`src/rtl/sprite_pkg.sv`:
```
// Shared types and constants for the sprite motion datapath.
// Coordinates are unsigned 10-bit; velocities are signed 5-bit.
package sprite_pkg;

    localparam int COORD_W   = 10;
    localparam int VEL_W     = 5;
    localparam int CALC_W    = 11;
    localparam int X_MAX_DEF = 639;
    localparam int Y_MAX_DEF = 479;

    typedef enum logic [1:0] {
        ST_IDLE,
        ST_CALC,
        ST_WRITE,
        ST_DONE
    } state_t;

endpackage

```
`src/rtl/sprite_bounce_alu.sv`:
```
// One-axis bounce step: advance position by velocity, clamp to [0, limit-SIZE+1]
// and reflect the velocity away from whichever wall was hit.
module sprite_bounce_alu
    import sprite_pkg::*;
#(
    parameter int SIZE = 64
) (
    input  logic        [COORD_W-1:0] pos,
    input  logic signed [VEL_W-1:0]   vel,
    input  logic        [COORD_W-1:0] limit,
    output logic        [COORD_W-1:0] next_pos,
    output logic signed [VEL_W-1:0]   next_vel
);

    localparam logic signed [CALC_W-1:0] SPAN = CALC_W'(SIZE - 1);

    logic signed [CALC_W-1:0] sum;
    logic signed [CALC_W-1:0] lim_s;
    logic signed [VEL_W-1:0]  mag;

    always_comb begin
        // NOTE: every output gets a default first so no path leaves a latch behind.
        next_pos = pos;
        next_vel = vel;
        sum      = $signed({1'b0, pos}) + $signed({{(CALC_W - VEL_W){vel[VEL_W-1]}}, vel});
        lim_s    = $signed({1'b0, limit});

        // Magnitude of the most negative velocity does not fit; pin it to +15.
        mag = vel[VEL_W-1] ? (~vel + 5'sd1) : vel;
        if (mag[VEL_W-1]) begin
            mag = 5'sd15;
        end

        if (sum < 0) begin
            next_pos = '0;
            next_vel = mag;
        end else if (sum + SPAN > lim_s) begin
            next_pos = limit - COORD_W'(SIZE - 1);
            next_vel = -mag;
        end else begin
            next_pos = sum[COORD_W-1:0];
        end
    end

endmodule

```
`src/rtl/sprite_motion_sequencer.sv`:
```
// Per-frame sweep over N sprites through one shared pair of bounce ALUs,
// with a valid/ready port for changing sprite velocities between sweeps.
module sprite_motion_sequencer
    import sprite_pkg::*;
#(
    parameter int N_SPRITES = 4,
    parameter int X_MAX     = X_MAX_DEF,
    parameter int Y_MAX     = Y_MAX_DEF,
    parameter int SIZE      = 64,
    parameter int SPEED     = 2
) (
    input  logic                           clk,
    input  logic                           reset,
    input  logic                           frame_tick,
    input  logic                           cfg_valid,
    output logic                           cfg_ready,
    input  logic        [2:0]              cfg_id,
    input  logic signed [VEL_W-1:0]        cfg_dx,
    input  logic signed [VEL_W-1:0]        cfg_dy,
    output logic [COORD_W*N_SPRITES-1:0]   pos_x,
    output logic [COORD_W*N_SPRITES-1:0]   pos_y,
    output logic                           busy,
    output logic                           done,
    output logic                           overrun
);

    localparam int IDX_W = $clog2(N_SPRITES);

    state_t                    state, state_next;
    logic [IDX_W-1:0]          idx, idx_next;

    logic        [COORD_W-1:0] x_q  [N_SPRITES];
    logic        [COORD_W-1:0] y_q  [N_SPRITES];
    logic signed [VEL_W-1:0]   dx_q [N_SPRITES];
    logic signed [VEL_W-1:0]   dy_q [N_SPRITES];

    logic        [COORD_W-1:0] nx_q, ny_q, alu_x, alu_y;
    logic signed [VEL_W-1:0]   ndx_q, ndy_q, alu_dx, alu_dy;
    logic                      cfg_fire, cfg_hit;

    sprite_bounce_alu #(.SIZE(SIZE)) u_alu_x (
        .pos      (x_q[idx]),
        .vel      (dx_q[idx]),
        .limit    (COORD_W'(X_MAX)),
        .next_pos (alu_x),
        .next_vel (alu_dx)
    );

    sprite_bounce_alu #(.SIZE(SIZE)) u_alu_y (
        .pos      (y_q[idx]),
        .vel      (dy_q[idx]),
        .limit    (COORD_W'(Y_MAX)),
        .next_pos (alu_y),
        .next_vel (alu_dy)
    );

    always_ff @(posedge clk or posedge reset) begin
        if (reset) begin
            state <= ST_IDLE;
            idx   <= '0;
        end else begin
            state <= state_next;
            idx   <= idx_next;
        end
    end

    always_comb begin
        state_next = state;
        idx_next   = idx;
        case (state)
            ST_IDLE: begin
                if (frame_tick) begin
                    state_next = ST_CALC;
                    idx_next   = '0;
                end
            end
            ST_CALC:  state_next = ST_WRITE;
            ST_WRITE: begin
                if (idx == IDX_W'(N_SPRITES - 1)) begin
                    state_next = ST_DONE;
                end else begin
                    idx_next   = idx + 1'b1;
                    state_next = ST_CALC;
                end
            end
            ST_DONE:  state_next = ST_IDLE;
            default:  state_next = ST_IDLE;
        endcase
    end

    assign busy      = (state != ST_IDLE);
    assign done      = (state == ST_DONE);
    assign cfg_ready = (state == ST_IDLE) && !frame_tick;
    assign cfg_fire  = cfg_valid && cfg_ready;
    assign cfg_hit   = ({1'b0, cfg_id} < 4'(N_SPRITES));

    // NOTE: the sprite register file is reset because its reset contents are the
    // defined start-of-game layout, and a mid-sweep reset must discard partial writes.
    always_ff @(posedge clk or posedge reset) begin
        if (reset) begin
            for (int i = 0; i < N_SPRITES; i++) begin
                x_q[i]  <= COORD_W'(i * (SIZE + 16));
                y_q[i]  <= COORD_W'(i * 32);
                dx_q[i] <= VEL_W'(SPEED);
                dy_q[i] <= (i % 2 == 0) ? VEL_W'(SPEED) : VEL_W'(-SPEED);
            end
            nx_q  <= '0;
            ny_q  <= '0;
            ndx_q <= '0;
            ndy_q <= '0;
        end else begin
            if (state == ST_CALC) begin
                nx_q  <= alu_x;
                ny_q  <= alu_y;
                ndx_q <= alu_dx;
                ndy_q <= alu_dy;
            end
            if (state == ST_WRITE) begin
                x_q[idx]  <= nx_q;
                y_q[idx]  <= ny_q;
                dx_q[idx] <= ndx_q;
                dy_q[idx] <= ndy_q;
            end
            // Config only fires in IDLE, so it never collides with a write-back.
            if (cfg_fire && cfg_hit) begin
                dx_q[cfg_id[IDX_W-1:0]] <= cfg_dx;
                dy_q[cfg_id[IDX_W-1:0]] <= cfg_dy;
            end
        end
    end

    always_ff @(posedge clk or posedge reset) begin
        if (reset) begin
            overrun <= 1'b0;
        end else if (frame_tick && state != ST_IDLE) begin
            overrun <= 1'b1;
        end
    end

    for (genvar i = 0; i < N_SPRITES; i++) begin : g_flat
        assign pos_x[COORD_W*i +: COORD_W] = x_q[i];
        assign pos_y[COORD_W*i +: COORD_W] = y_q[i];
    end

endmodule

```
`config.mk`:
```
export PLATFORM = sky130hd
export DESIGN_NAME = sprite_motion_sequencer
export DESIGN_NICKNAME = d
export VERILOG_FILES = /design/src/rtl/sprite_pkg.sv /design/src/rtl/sprite_bounce_alu.sv /design/src/rtl/sprite_motion_sequencer.sv
export SDC_FILE = /design/constraint.sdc
export NUM_CORES = 1
export LEC_CHECK = 0
export ABC_AREA = 1
export BUFFER_PORTS_ARGS = -buffer_cell sky130_fd_sc_hd__buf_4
export CORE_MARGIN = 3
export CORE_UTILIZATION = 25
export DETAILED_ROUTE_END_ITERATION = 10
export GPL_TIMING_DRIVEN = 0
export PLACE_DENSITY = 0.49
export SLEW_MARGIN = 0
export SYNTH_ARGS = -nofsm -noshare
export SYNTH_HDL_FRONTEND = slang
export SYNTH_SLANG_ARGS = --single-unit
```
`constraint.sdc`:
```
create_clock -name clk -period 10.8 [get_ports clk]
set_input_delay 0.54 -clock clk [delete_from_list [all_inputs] [get_ports clk]]
set_output_delay 0.54 -clock clk [all_outputs]
set_load 0.02 [all_outputs]
```
=== After elaboration in Yosys (flattened, before gate mapping) ===
Cells that the tools add are included.

* Register bits after elaboration: 155
* Output and inout port bits: 84
* Logic and storage cells: 108

* Add/sub/neg operators: 9
* Magnitude comparators: 9
* Eq/ne operators: 6
* Mux-type cells: 46
* Bitwise logic cells: 4
* Reductions and logical operators: 11

{| class="wikitable"
|+ Operators with widths
! kind !! number
|-
| $mux 10 || 9
|-
| $bwmux 20 || 4
|-
| $bwmux 40 || 2
|-
| $mux 20 || 4
|-
| $mux 5 || 12
|-
| $bmux 10 s2 || 2
|-
| $add 11x5->11 || 2
|-
| $add 11x7->11 const B || 2
|-
| $lt 11x1->1 const B || 2
|-
| $bmux 5 s2 || 2
|-
| $demux 10 s2 || 1
|-
| $demux 5 s2 || 2
|-
| $gt 11x10->1 const B || 1
|-
| $gt 11x11->1 const B || 1
|-
| $add 5x2->5 const B || 2
|-
| $neg 4->5 || 2
|-
| $not 5->5 || 2
|-
| $mux 2 || 4
|-
| $mux 4 || 2
|-
| $pmux 2 s4 || 1
|-
| $eq 2x2->1 const B || 3
|-
| $ge 3x3->1 const B || 2
|-
| $logic_and 1x1->1 || 6
|-
| $lt 3x1->1 const B || 2
|-
| 10 further kinds || 13
|}

=== Longest topological paths before layout ===
* Depth after elaboration: 11
* Gate-level depth with buffers: 28
* Mapped depth without buffers: 25

=== Cells and area by module ===
A second synthesis with hierarchy kept.

* Cell total of the unflattened synthesis: 1602
* Area, all modules: 10875.4 sq um

{| class="wikitable"
|+ By module, submodules not included
! module !! times used !! cells an instance !! area each (sq um) !! sequential area each (sq um)
|-
| sprite_motion_sequencer || 1 || 1005 || 7666.1 || 3911.3
|-
| sprite_bounce_alu at u_alu_x || 1 || 301 || 1626.6 || 0.0
|-
| sprite_bounce_alu at u_alu_y || 1 || 296 || 1582.8 || 0.0
|}

=== Least setup slack after synthesis ===
OpenSTA, ideal clock, no wires.

* Kind: register to register
* From: reg idx[0]
* To: reg nx_q[9]
* Arrival time: 3.383 ns
* Setup slack: 7.286 ns
* Cell stages (with the launch flop): 26
* Period minus slack after synthesis: 3.514 ns
* Cells stage by stage: dfrtp_1 > buf_6 > inv_4 > buf_6 > buf_6 > clkbuf_1 > nor2_1 > o22ai_1 > ha_1 > fa_1 > inv_1 > ha_1 > inv_1 > a21oi_1 > nand3_1 > nor2_1 > nand2_1 > nand3_1 > nand2_1 > nand2_1 > nand3_2 > nand3_4 > buf_6 > nand2_1 > nand2_1 > o21ai_1

* Longest elaborated chain between the ends: 9
* Elaborated cells between the ends (all ways): 13
* Classes of those cells: 2 x add/sub; 2 x order compare; 8 x mux; 1 x bitwise

{| class="wikitable"
|+ RTL lines
! what !! line !! text
|-
| start: declaration || sprite_motion_sequencer.sv:30 || <nowiki>logic [IDX_W-1:0] idx, idx_next;</nowiki>
|-
| start signal: assignment || sprite_motion_sequencer.sv:63 || <nowiki>idx <= idx_next;</nowiki>
|-
| $not 2->3 (not written as such) * || sprite_motion_sequencer.sv:42, sprite_motion_sequencer.sv:43 ||
|-
| $bmux 10 s2 / $bmux 5 s2 (equally long branches) || sprite_motion_sequencer.sv:42, sprite_motion_sequencer.sv:43 ||
|-
| $mux 10 (not written as such) / $mux 5 (equally long branches) (2 in series) || sprite_motion_sequencer.sv:42, sprite_motion_sequencer.sv:43 ||
|-
| $add 11x5->11 * || sprite_bounce_alu.sv:25 || <nowiki>sum = $signed({1'b0, pos}) + $signed({{(CALC_W - VEL_W){vel[VEL_W-1]}}, vel});</nowiki>
|-
| $add 11x7->11 || sprite_bounce_alu.sv:37 || <nowiki>end else if (sum + SPAN > lim_s) begin</nowiki>
|-
| $gt 11x11->1 || sprite_bounce_alu.sv:37 ||
|-
| $mux 10 || sprite_bounce_alu.sv:37 ||
|-
| $mux 10 * || sprite_bounce_alu.sv:34 || <nowiki>if (sum < 0) begin</nowiki>
|-
| end signal: assignment || sprite_motion_sequencer.sv:113 || <nowiki>nx_q <= alu_x;</nowiki>
|-
| end: declaration || sprite_motion_sequencer.sv:37 || <nowiki>logic [COORD_W-1:0] nx_q, ny_q, alu_x, alu_y;</nowiki>
|}

Mark *: on every way between the ends. The rest lies on a longest branch, timed or not. The select of a mux whose other input is x is not followed.
A chain may end at the register's enable or synchronous reset.

=== Worst setup path in the final report ===
* From: reg idx[0]
* To: reg ndy_q[4]

* Longest elaborated chain between the ends: 11
* Elaborated cells between the ends (all ways): 18
* Classes of those cells: 4 x add/sub; 2 x order compare; 10 x mux; 2 x bitwise

{| class="wikitable"
|+ RTL lines
! what !! line !! text
|-
| $not 2->3 (not written as such) * || sprite_motion_sequencer.sv:50, sprite_motion_sequencer.sv:51 ||
|-
| branches (longest 9 deep; another with $add 11x5->11) || - ||
|-
| $mux 5 * || sprite_bounce_alu.sv:34 ||
|-
| end signal: assignment || sprite_motion_sequencer.sv:116 || <nowiki>ndy_q <= alu_dy;</nowiki>
|-
| end: declaration || sprite_motion_sequencer.sv:38 || <nowiki>logic signed [VEL_W-1:0] ndx_q, ndy_q, alu_dx, alu_dy;</nowiki>
|}

Mark *: on every way between the ends. The select of a mux whose other input is x is not followed.

==> reports/results.ini <==
[outcome]
outcome = finished, final reports clean

[critical_path]
r2r_cells = 24
crit_top_cell = nand2_1
required_ns = 11.11
reg2reg_from = idx[0]$_DFFE_PP0P_
max_stage_delay_ns = 0.49
crit_chain = buf_6 > buf_4 > buf_6 > clkbuf_1 > o21ai_0 > o22ai_1 > ha_1 > fa_1 > inv_1 > ha_1 > inv_1 > nor2_1 > nand2_2 > nor2_2 > nand2_1 > nand2_1 > nand3_1 > nor2_1 > nand2_1 > nand2_2 > nand2_4 > buf_6 > o21ai_1 > nand2_1
endpoint = ndy_q[4]$_DFFE_PP0N_
critPathKind = flip-flop to flip-flop
cp.arrival_ns = 4.86
r2r_end = ndy_q[4]$_DFFE_PP0N_
end_kind = flip-flop
worst_path_max_delay_cell = fa_1
crit_fanout = 10
crit_path_start = idx[0]$_DFFE_PP0P_
r2r_setup_slack_ns = 6.26
cp-start-kind = flip-flop

[drt]
dr.pass1.iters = 5
wl_per_cell_um = 17.45
wl_mm = 32.57
via_per_inst = 4.862
antenna_left = 0
vias = 9072
drt_iter0_markers = 738
drc = 0

[layout]
mostFrequentLayoutCell = nand2_1
fin_cells = 1866
n_antenna_cell = 0
final_cell_mix = 370 x nand2_1, 212 x o21ai_0, 129 x dfrtp_1
drive_gt1_share_pct = 15.23
nets = 1443
area_delta_synth_final_pct = 21.33

[global_routing]
overflow = 0
met2_usage_pct = 25.69
grt_pass1_wl_mm = 50.14
grt_usage_pct = 16.43
grt_max_degree = 126
grt_pass1_vias = 8531
busiest_layer = met2
antenna_found_initial = 0
grtUsageMet3_pct = 2.168
grt_use_met1_pct = 24.45

[timing]
fin_setup_tns_ns = 0
hold_viol_final = 0
fin_crit_sh_pct = 42.07
max_freq_ghz = 0.2201
finalSetupViolCount = 0
grt_setup_unrepaired = no
worst_pin_slew_ns = 0.9507
period_needed_ns = 4.544
drv_slew = 0
max_slew_margin_pct = 36.39
skew_ns = 0.02251

[synth]
synth_area_leaders = dfrtp_1 35%, nand2_1 15%, o21ai_0 11%
avgSynthCellArea_um2 = 7.285
async_reset_ff_share_pct = 100.0
syn-cell-area_um2 = 9266
synth_cell_type_count = 47
synth_top_area_share_pct = 34.84
syn_nets = 1323
yosysTopAreaCell = dfrtp_1
ys_ff_latch = 155
synth_enable_flop_cells = 0
synth_ff_type = dfrtp_1
syn_inst = 1272
yosysSeqAreaShare_pct = 42.21
yosys_warnings = 0

[floorplanning]
num_io_pins = 101
num_rows = 69
die_h_um = 198.5
core-area_um2 = 36090
dieWidth_um = 198.5
initial_core_util_pct = 25.68
die_area_um2 = 39410

[clock_tree]
cts-root-buf = clkbuf_16
htree_num_levels = 4
clk_pin_slew_ns = 0.09
ctsResizeCount = 0
cts_buffers = 17
clk_latency_ns = 0.44
clockBufferDepth = 2
postCtsSetupRepairBufs = 0
cts_hold_buf = 0
cts_tree = built
clock-sinks = 155

[placed_design]
io_buffer_count = 100
globalplace.congestion = 0.8917
hpwl_mm = 23.67
dp_cells = 1834

[flow_run]
maxCapViolCount = 0

[hold_path]
hold_class = input port to async pin

metrics by stage:
step | utilization [%] | hold slack [ns] | setup slack (ns) | area [µm²]
after global placement | 29.36 | 0.4489 | 3.951 | 10590
after floorplan | - | 0.4487 | 6.125 | 9266
final | 31.16 | 0.04010 | 6.256 | 11240
after CTS | 31.16 | 0.04614 | 6.237 | 11240
after detailed placement | 29.45 | 0.4692 | 6.254 | 10630
after global routing | 31.16 | 0.05344 | 5.818 | 11240
routing by layer:
layer | share of wire, % | up-vias
met5 | 0 | -
met4 | 1.1 | 0
met3 | 5.7 | 30
met2 | 45 | 260
met1 | 49 | 4373
li1 | - | 4409
worst max-delay path: cells and delay by family, from the launching register on:
family                     cells  cell delay, ns
buffers and inverters          7            1.31
and+or+nand+nor               11            1.01
DFF                            1            0.40
adders and majority gates      3            0.96
AOI/OAI and AO/OA              3            0.73
kinds of logic (layout without fill, tap and decap cells):
| group | count (synthesis) | count (layout) | share of synthesized area [%] |
|---|---|---|---|
| flip-flops | 155 | 155 | 42.21 |
| buffers and inverters | 181 | 314 | 7.912 |
| adder cells (fa/ha/maj) | 34 | 34 | 4.753 |
| AND/OR/NAND/NOR | 605 | 605 | 27.72 |
| AO/OA/AOI/OAI | 289 | 289 | 16.37 |
| XOR/XNOR | 8 | 8 | 1.040 |
layout make-up:
type / instances / area (µm²)
timing repair buffer: 101 / 778.2
buffer: 57 / 265.3
sequential: 155 / 3911
clock inverter: 15 / 188.9
fill: 3899 / 24840
multi-input combinational: 936 / 4622
inverter: 124 / 475.5
tap: 461 / 576.8
clock buffer: 17 / 425.4
flip-flops by register name, indices dropped and copies added (netlist names):
name	count
pos_x	40
pos_y	40
dx_q	20
dy_q	20
nx_q	10
ny_q	10
ndx_q	5
ndy_q	5
idx	2
state	2
overrun	1
worst min-delay path by stage:
stage               depth (start not counted)                  from                   end  slack [ns]
floorplan                                   1  state[0]$_DFFE_PP0N_  state[0]$_DFFE_PP0N_        0.45
global placement                            1   overrun$_DFFE_PP0P_   overrun$_DFFE_PP0P_        0.45
CTS                                         2                 reset     dx_q[9]$_DFF_PP0_        0.05
detailed placement                          1  state[0]$_DFFE_PP0N_  state[0]$_DFFE_PP0N_        0.47
global route                                2                 reset     dx_q[8]$_DFF_PP0_        0.05
finish                                      2                 reset     dx_q[9]$_DFF_PP0_        0.04
cell usage after synthesis (all sizes together), types with 3 or more instances:
cell    instances
nand2         382
o21ai         237
dfrtp         129
inv           123
nor2           98
nand3          92
clkbuf         47
ha             32
dfstp          26
o22ai          23
a21oi          20
nand4          20
buf            10
nor3            5
o21bai          4
xnor2           4
xor2            4
or2             3
Power is left out: the tool's default activity adds up to more than one toggle a clock period on the data nets, which glitch-free logic cannot reach.
